File: src/rtl/version_rom_pkg.sv
//------------------------------------------------------------------------------
// Module   : version_rom_pkg
// Purpose  : Shared types and sizing for the version ROM read sequencer.
// Revision : 1.0 - initial release
//------------------------------------------------------------------------------
`default_nettype none

package version_rom_pkg;

  localparam int VROM_DATA_W = 32;
  localparam int VROM_ADDR_W = 3;
  localparam int VROM_WORDS  = 5;
  // Wide enough for the largest supported read latency (3).
  localparam int VROM_LAT_W  = 2;

  typedef enum logic [1:0] {
    IDLE = 2'd0,
    READ = 2'd1,
    WAIT = 2'd2,
    OUT  = 2'd3
  } state_e;

endpackage

`default_nettype wire

File: src/rtl/version_rom_reader_if.sv
//------------------------------------------------------------------------------
// Module   : version_rom_reader_if
// Purpose  : Avalon-MM ROM read port plus valid/ready beat stream.
//            master = sequencer side, slave = ROM/consumer side.
// Revision : 1.0 - initial release
//------------------------------------------------------------------------------
`default_nettype none

interface version_rom_reader_if
  import version_rom_pkg::*;
#(
  parameter int ADDR_W = VROM_ADDR_W,
  parameter int DATA_W = VROM_DATA_W
);

  // ROM side
  logic [ADDR_W-1:0] rom_address;
  logic              rom_chipselect;
  logic              rom_clken;
  logic [3:0]        rom_byteenable;
  logic              rom_write;
  logic              rom_debugaccess;
  logic [DATA_W-1:0] rom_writedata;
  logic [DATA_W-1:0] rom_readdata;

  // Stream side
  logic              out_valid;
  logic              out_ready;
  logic [DATA_W-1:0] out_data;
  logic [ADDR_W-1:0] out_index;
  logic              out_last;

  modport master (
    output rom_address, rom_chipselect, rom_clken, rom_byteenable,
    output rom_write, rom_debugaccess, rom_writedata,
    input  rom_readdata,
    output out_valid, out_data, out_index, out_last,
    input  out_ready
  );

  modport slave (
    input  rom_address, rom_chipselect, rom_clken, rom_byteenable,
    input  rom_write, rom_debugaccess, rom_writedata,
    output rom_readdata,
    input  out_valid, out_data, out_index, out_last,
    output out_ready
  );

endinterface

`default_nettype wire

File: src/rtl/version_rom_reader.sv
//------------------------------------------------------------------------------
// Module   : version_rom_reader
// Purpose  : On a start pulse, reads ROM words 0..NUM_WORDS-1 one at a time
//            (single outstanding read) and emits each as a stream beat.
//            Optional macro VERSION_ROM_READER_CHECKSUM_EN appends one extra
//            beat carrying the XOR of all words read.
// Revision : 1.0 - initial release
//------------------------------------------------------------------------------
`default_nettype none

module version_rom_reader
  import version_rom_pkg::*;
#(
  parameter int NUM_WORDS    = VROM_WORDS,
  parameter int ADDR_W       = VROM_ADDR_W,
  parameter int DATA_W       = VROM_DATA_W,
  parameter int READ_LATENCY = 1
) (
  input  wire logic            clk,
  input  wire logic            reset,
  input  wire logic            start,
  output logic                 busy,
  output logic                 done,
  version_rom_reader_if.master bus
);

  localparam logic [ADDR_W-1:0]     LAST_IDX = ADDR_W'(NUM_WORDS - 1);
  localparam logic [VROM_LAT_W-1:0] LAT_INIT = VROM_LAT_W'(READ_LATENCY - 1);

  if (READ_LATENCY < 1 || READ_LATENCY > 3) begin : g_bad_latency
    $error("version_rom_reader: READ_LATENCY must be 1..3");
  end

`ifdef VERSION_ROM_READER_CHECKSUM_EN
  // The checksum beat reports index NUM_WORDS, which must be addressable.
  localparam logic [ADDR_W-1:0] SUM_IDX = ADDR_W'(NUM_WORDS);
  if (NUM_WORDS >= 2**ADDR_W) begin : g_bad_depth
    $error("version_rom_reader: NUM_WORDS must be < 2**ADDR_W with checksum");
  end
  logic [DATA_W-1:0] acc_q, acc_d;
`endif

  state_e                  state_q, state_d;
  logic [ADDR_W-1:0]       idx_q, idx_d;
  logic [VROM_LAT_W-1:0]   lat_q, lat_d;
  logic [ADDR_W-1:0]       rom_addr_q, rom_addr_d;
  logic                    rom_en_q, rom_en_d;
  logic                    out_valid_q, out_valid_d;
  logic [DATA_W-1:0]       out_data_q, out_data_d;
  logic [ADDR_W-1:0]       out_index_q, out_index_d;
  logic                    out_last_q, out_last_d;
  logic                    busy_q, busy_d;
  logic                    done_q, done_d;

  // Next-state and registered-output decode; every output is a flop so the
  // ROM address/enable are set up one state ahead of the cycle they apply to.
  always_comb begin
    state_d     = state_q;
    idx_d       = idx_q;
    lat_d       = lat_q;
    rom_addr_d  = rom_addr_q;
    rom_en_d    = 1'b0;
    out_valid_d = out_valid_q;
    out_data_d  = out_data_q;
    out_index_d = out_index_q;
    out_last_d  = out_last_q;
    busy_d      = busy_q;
    done_d      = 1'b0;
`ifdef VERSION_ROM_READER_CHECKSUM_EN
    acc_d       = acc_q;
`endif

    case (state_q)
      IDLE: begin
        if (start) begin
          state_d    = READ;
          idx_d      = '0;
          rom_addr_d = '0;
          rom_en_d   = 1'b1;
          busy_d     = 1'b1;
`ifdef VERSION_ROM_READER_CHECKSUM_EN
          acc_d      = '0;
`endif
        end
      end

      READ: begin
        state_d  = WAIT;
        lat_d    = LAT_INIT;
        rom_en_d = 1'b1;
      end

      WAIT: begin
        if (lat_q == '0) begin
          // Read data is valid now; capture it and drop the ROM enable so the
          // ROM pipeline holds still while the beat waits for the consumer.
          state_d     = OUT;
          out_valid_d = 1'b1;
          out_data_d  = bus.rom_readdata;
          out_index_d = idx_q;
`ifdef VERSION_ROM_READER_CHECKSUM_EN
          out_last_d  = 1'b0;
          acc_d       = acc_q ^ bus.rom_readdata;
`else
          out_last_d  = (idx_q == LAST_IDX);
`endif
        end else begin
          lat_d    = lat_q - VROM_LAT_W'(1);
          rom_en_d = 1'b1;
        end
      end

      OUT: begin
        if (bus.out_ready) begin
          out_valid_d = 1'b0;
          out_last_d  = 1'b0;
          if (out_last_q) begin
            state_d = IDLE;
            busy_d  = 1'b0;
            done_d  = 1'b1;
          end
`ifdef VERSION_ROM_READER_CHECKSUM_EN
          else if (idx_q == LAST_IDX) begin
            // Trailing checksum beat: no ROM access, stay in OUT.
            out_valid_d = 1'b1;
            out_data_d  = acc_q;
            out_index_d = SUM_IDX;
            out_last_d  = 1'b1;
          end
`endif
          else begin
            state_d    = READ;
            idx_d      = idx_q + ADDR_W'(1);
            rom_addr_d = idx_q + ADDR_W'(1);
            rom_en_d   = 1'b1;
          end
        end
      end

      default: state_d = IDLE;
    endcase
  end

  // State and output registers with synchronous reset.
  always_ff @(posedge clk) begin
    if (reset) begin
      state_q     <= IDLE;
      idx_q       <= '0;
      lat_q       <= '0;
      rom_addr_q  <= '0;
      rom_en_q    <= 1'b0;
      out_valid_q <= 1'b0;
      out_data_q  <= '0;
      out_index_q <= '0;
      out_last_q  <= 1'b0;
      busy_q      <= 1'b0;
      done_q      <= 1'b0;
    end else begin
      state_q     <= state_d;
      idx_q       <= idx_d;
      lat_q       <= lat_d;
      rom_addr_q  <= rom_addr_d;
      rom_en_q    <= rom_en_d;
      out_valid_q <= out_valid_d;
      out_data_q  <= out_data_d;
      out_index_q <= out_index_d;
      out_last_q  <= out_last_d;
      busy_q      <= busy_d;
      done_q      <= done_d;
    end
  end

`ifdef VERSION_ROM_READER_CHECKSUM_EN
  // Running XOR of every word captured in the current sequence.
  always_ff @(posedge clk) begin
    if (reset) acc_q <= '0;
    else       acc_q <= acc_d;
  end
`endif

  assign busy                = busy_q;
  assign done                = done_q;
  assign bus.rom_address     = rom_addr_q;
  assign bus.rom_chipselect  = rom_en_q;
  assign bus.rom_clken       = rom_en_q;
  assign bus.rom_byteenable  = 4'hF;
  assign bus.rom_write       = 1'b0;
  assign bus.rom_debugaccess = 1'b0;
  assign bus.rom_writedata   = '0;
  assign bus.out_valid       = out_valid_q;
  assign bus.out_data        = out_data_q;
  assign bus.out_index       = out_index_q;
  assign bus.out_last        = out_last_q;

endmodule

`default_nettype wire
File: src/flat_wrapper.sv
// flat-port wrapper written by rule: the top's interface ports become plain ports
module version_rom_reader_flat import version_rom_pkg::*;
#(
  parameter int NUM_WORDS    = VROM_WORDS,
  parameter int ADDR_W       = VROM_ADDR_W,
  parameter int DATA_W       = VROM_DATA_W,
  parameter int READ_LATENCY = 1
)
  (clk, reset, start, busy, done, bus_rom_address, bus_rom_chipselect, bus_rom_clken, bus_rom_byteenable, bus_rom_write, bus_rom_debugaccess, bus_rom_writedata, bus_rom_readdata, bus_out_valid, bus_out_data, bus_out_index, bus_out_last, bus_out_ready);
  version_rom_reader_if #(.ADDR_W(ADDR_W), .DATA_W(DATA_W)) bus_i ();
  input  wire logic clk;
  input  wire logic reset;
  input  wire logic start;
  output logic busy;
  output logic done;
  output wire logic [$bits(bus_i.rom_address)-1:0] bus_rom_address;
  output wire logic [$bits(bus_i.rom_chipselect)-1:0] bus_rom_chipselect;
  output wire logic [$bits(bus_i.rom_clken)-1:0] bus_rom_clken;
  output wire logic [$bits(bus_i.rom_byteenable)-1:0] bus_rom_byteenable;
  output wire logic [$bits(bus_i.rom_write)-1:0] bus_rom_write;
  output wire logic [$bits(bus_i.rom_debugaccess)-1:0] bus_rom_debugaccess;
  output wire logic [$bits(bus_i.rom_writedata)-1:0] bus_rom_writedata;
  input wire logic [$bits(bus_i.rom_readdata)-1:0] bus_rom_readdata;
  output wire logic [$bits(bus_i.out_valid)-1:0] bus_out_valid;
  output wire logic [$bits(bus_i.out_data)-1:0] bus_out_data;
  output wire logic [$bits(bus_i.out_index)-1:0] bus_out_index;
  output wire logic [$bits(bus_i.out_last)-1:0] bus_out_last;
  input wire logic [$bits(bus_i.out_ready)-1:0] bus_out_ready;
  assign bus_rom_address = bus_i.rom_address;
  assign bus_rom_chipselect = bus_i.rom_chipselect;
  assign bus_rom_clken = bus_i.rom_clken;
  assign bus_rom_byteenable = bus_i.rom_byteenable;
  assign bus_rom_write = bus_i.rom_write;
  assign bus_rom_debugaccess = bus_i.rom_debugaccess;
  assign bus_rom_writedata = bus_i.rom_writedata;
  assign bus_i.rom_readdata = bus_rom_readdata;
  assign bus_out_valid = bus_i.out_valid;
  assign bus_out_data = bus_i.out_data;
  assign bus_out_index = bus_i.out_index;
  assign bus_out_last = bus_i.out_last;
  assign bus_i.out_ready = bus_out_ready;
  version_rom_reader #(.NUM_WORDS(NUM_WORDS), .ADDR_W(ADDR_W), .DATA_W(DATA_W), .READ_LATENCY(READ_LATENCY)) u_core (.clk(clk), .reset(reset), .start(start), .busy(busy), .done(done), .bus(bus_i));
endmodule
File: config.mk
export PLATFORM = sky130hd
export DESIGN_NAME = version_rom_reader_flat
export DESIGN_NICKNAME = d
export VERILOG_FILES = /design/src/rtl/version_rom_pkg.sv /design/src/rtl/version_rom_reader_if.sv /design/src/rtl/version_rom_reader.sv /design/src/flat_wrapper.sv
export SDC_FILE = /design/constraint.sdc
export NUM_CORES = 1
export LEC_CHECK = 0
export CORE_UTILIZATION = 25
export CTS_BUF_LIST = sky130_fd_sc_hd__clkbuf_2 sky130_fd_sc_hd__clkbuf_4 sky130_fd_sc_hd__clkbuf_8
export DETAILED_ROUTE_END_ITERATION = 6
export PLACE_DENSITY = 0.63
export SLEW_MARGIN = 20
export SYNTH_ARGS = -nofsm -noshare
export SYNTH_HDL_FRONTEND = slang
export SYNTH_SLANG_ARGS = --single-unit
File: constraint.sdc
create_clock -name clk -period 2.21 [get_ports clk]
set_clock_uncertainty 0.05 [all_clocks]
set_input_delay 0.221 -clock clk [delete_from_list [all_inputs] [get_ports clk]]
set_output_delay 0.221 -clock clk [all_outputs]
set_load 0.005 [all_outputs]
==> impl_results.md <==
* Combinational power share at 0.380
* Final HPWL DP at 3.553 mm
* Syn avg cell area at 8.096 um2
* Final net count at 390
* Hold Fails Final Rpt at 0
* IO Port Bufs at 79
* Iter 0 DRT Violations at 44
* Finished Cell Area at 3048 um2
* Remaining global-route overflow at 0
* Status: complete, no violations
* Die ar. at 9188 um2
* Initial Utilization at 0.2627
* Vias at 1849
* Core region area at 8382 um2
* Area share of the largest cell type after synthesis at 0.4273
* RSZ-0062 raised after global routing: false
* Die X at 95.86 um
* Psw at 891.8 uW
* Worst Path Required at 2.36 ns
* Area contributors post-synth: dfxtp_1, buf_4, nand2_1
* Commonest cells after routing, fill and taps aside: clkdlybuf4s50_1, nand2_1, dfxtp_1
* Peak VDD IR at 0.3624 mV
* Area of the mapped netlist at 2202 um2
* ANT nets after route at 0
* Setup TNS at 0 ns
* Die Y at 95.86 um
* Max Slew Vio Count at 0
* Min Tclk post-route at 1.876 ns
* Hold_ws at 0.2331 ns
* Max Cap Viol at 0
* Cell Pwr Density at 923.6 nW/um2
* Placed Area at 2930 um2
* CP arrival at 2.03 ns
* Area leader, netlist: dfxtp_1
* Clock buffer depth at 2
* Placement row count at 33
* Initial antenna violation count at 0
* TritonRoute pass-1 iters at 4
* Layout cells sized above 1 at 0.05476
* Post-CTS setup buffer count at 0
* Clock insertion delay at the later pin of the skew report at 0.29 ns
* Count of cell types in the netlist at 35
* Worst hold-check path type: input pin to register
* #FFs+latches synth at 47
* Hold-fix buffers, CTS at 0
* Final Util at 0.3636
* Fmax at 533.0 MHz
* Number of global-route vias before repair at 1629
* Worst setup margin at 0.3338 ns
* Avg WL per Cell at 10.93 um
* Power share of the clock group at 0.228
* Syn. warnings at 0
* Net Sw Frac at 0.3168
* CTS tree: yes
* Main synth FF type: dfxtp_1
* Dpl ws at 0.3575 ns
* Routed WL at 4.941 mm
* Total GRT Usage at 0.1060
* Post-synth ARST share at 0
* EDFF count, synth at 0
* Leakage power at 1.127 nW
* Detailed-route DRC error count at 0
* PostCTS Resize Cnt at 0
* Area Overhead vs Synth at 38.41%
* Top fanout value on the critical path at 7
* Global-route wire length before repair at 7.555 mm
* Setup violations, final at 0
* # diodes at 0
* CTS root buf: clkbuf_8
* Crit share post-route at 0.8490
* Worst setup EP type: register
* Worst Setup Path Type: register to register
* Clock Sinks at 47
* CTS Buf Count at 5
* Via/cell ratio at 4.091
* Ports at 118
* Clock H-tree levels at 2
* Worst Setup Start Kind: register
* Most common cell after layout, fill and taps aside: clkdlybuf4s50_1
* Int Power at 1.923 mW
* Largest net degree at the start of global routing at 36
* Sequential power share at 0.391
* Reg clk slew, reported paths at 0.09 ns
* Routability congestion estimate at 0.7728
* Part of the Yosys area used for sequential elements at 0.4273
* Cell count after synthesis at 272
==> cells in the mapped netlist (2+ instances only) <==
cell / n
nor3_1: 4
conb_1: 2
ha_1: 8
nand2_1: 74
a211oi_1: 2
buf_2: 4
a21oi_1: 39
nor2b_1: 4
clkbuf_1: 8
inv_1: 9
nand2b_1: 2
mux2i_1: 2
nor2_1: 4
o21ai_0: 4
o2bb2ai_1: 2
dfxtp_1: 47
buf_4: 39
==> cell families (layout without fill, tap and decap cells) <==
logic type	count (synthesis)	count (layout)	synth area share
AO/OA/AOI/OAI	53	53	0.1375
adder cells (fa/ha/maj)	8	8	0.04546
buffers and inverters	61	100	0.1761
flip-flops	47	47	0.4273
multiplexers	2	2	0.009091
other	2	38	0.003410
AND/OR/NAND/NOR	99	99	0.2011
==> metal layers <==
layer	GRT usage	share of wire	up-vias
met5	0	0	-
met4	0.01866	0.0020	0
met3	0.02686	0.054	2
met2	0.1869	0.50	67
met1	0.1312	0.45	827
li1	-	-	953
==> final cells by class <==
cell class	instances	area [um2]
fillers	878	5334
multi-input cells	200	1008
flip-flops and latches	47	940.9
repair buffers	83	815.8
well taps	105	131.4
clock buffers	6	82.58
clock inverters	2	35.03
inverters	9	33.78
==> worst max-delay path: stages, from the launching register on <==
cell,delay (ns)
dfxtp_1,0.38
inv_1,0.11
ha_1,0.26
nor2b_1,0.21
or4_4,0.55
a221oi_2,0.22
==> final timing paths <==
kind	to	start	slack (ns)	depth (start not counted)
max	u_core.state_q[0]	u_core.state_q[0]	0.33	5
min reg2reg	u_core.bus.out_data[31]	u_core.bus.out_data[31]	0.41	2
max reg2reg	u_core.state_q[0]	u_core.state_q[0]	0.33	5
min	u_core.bus.out_data[1]	reset	0.23	2
==> per-stage QoR <==
stage          power (mW)  instances
6_report            2.815        452
5_1_grt             3.039        452
4_1_cts             2.875        452
3_5_place_dp        2.209        444
3_3_place_gp        2.181        444
2_1_floorplan       1.750        308
==> registers in the layout (all words and copies together), names as in the netlist <==
signal,flops
u_core.bus.out_data,32
u_core.done,1
u_core.bus.out_last,1
u_core.idx_q,3
u_core.bus.out_index,3
u_core.lat_q,2
u_core.bus.rom_chipselect,1
u_core.bus.out_valid,1
u_core.busy,1
u_core.state_q,2
==> power by group through the flow <==
stage	registers (mW)	clock network (mW)	logic, mW
final	1.10	0.643	1.07
after global routing	1.13	0.705	1.21
after CTS	1.11	0.681	1.09
after detailed placement	1.13	0	1.08
after global placement	1.12	0	1.06
after floorplan	1.13	0	0.621
Power figures use the tool's default switching activity.
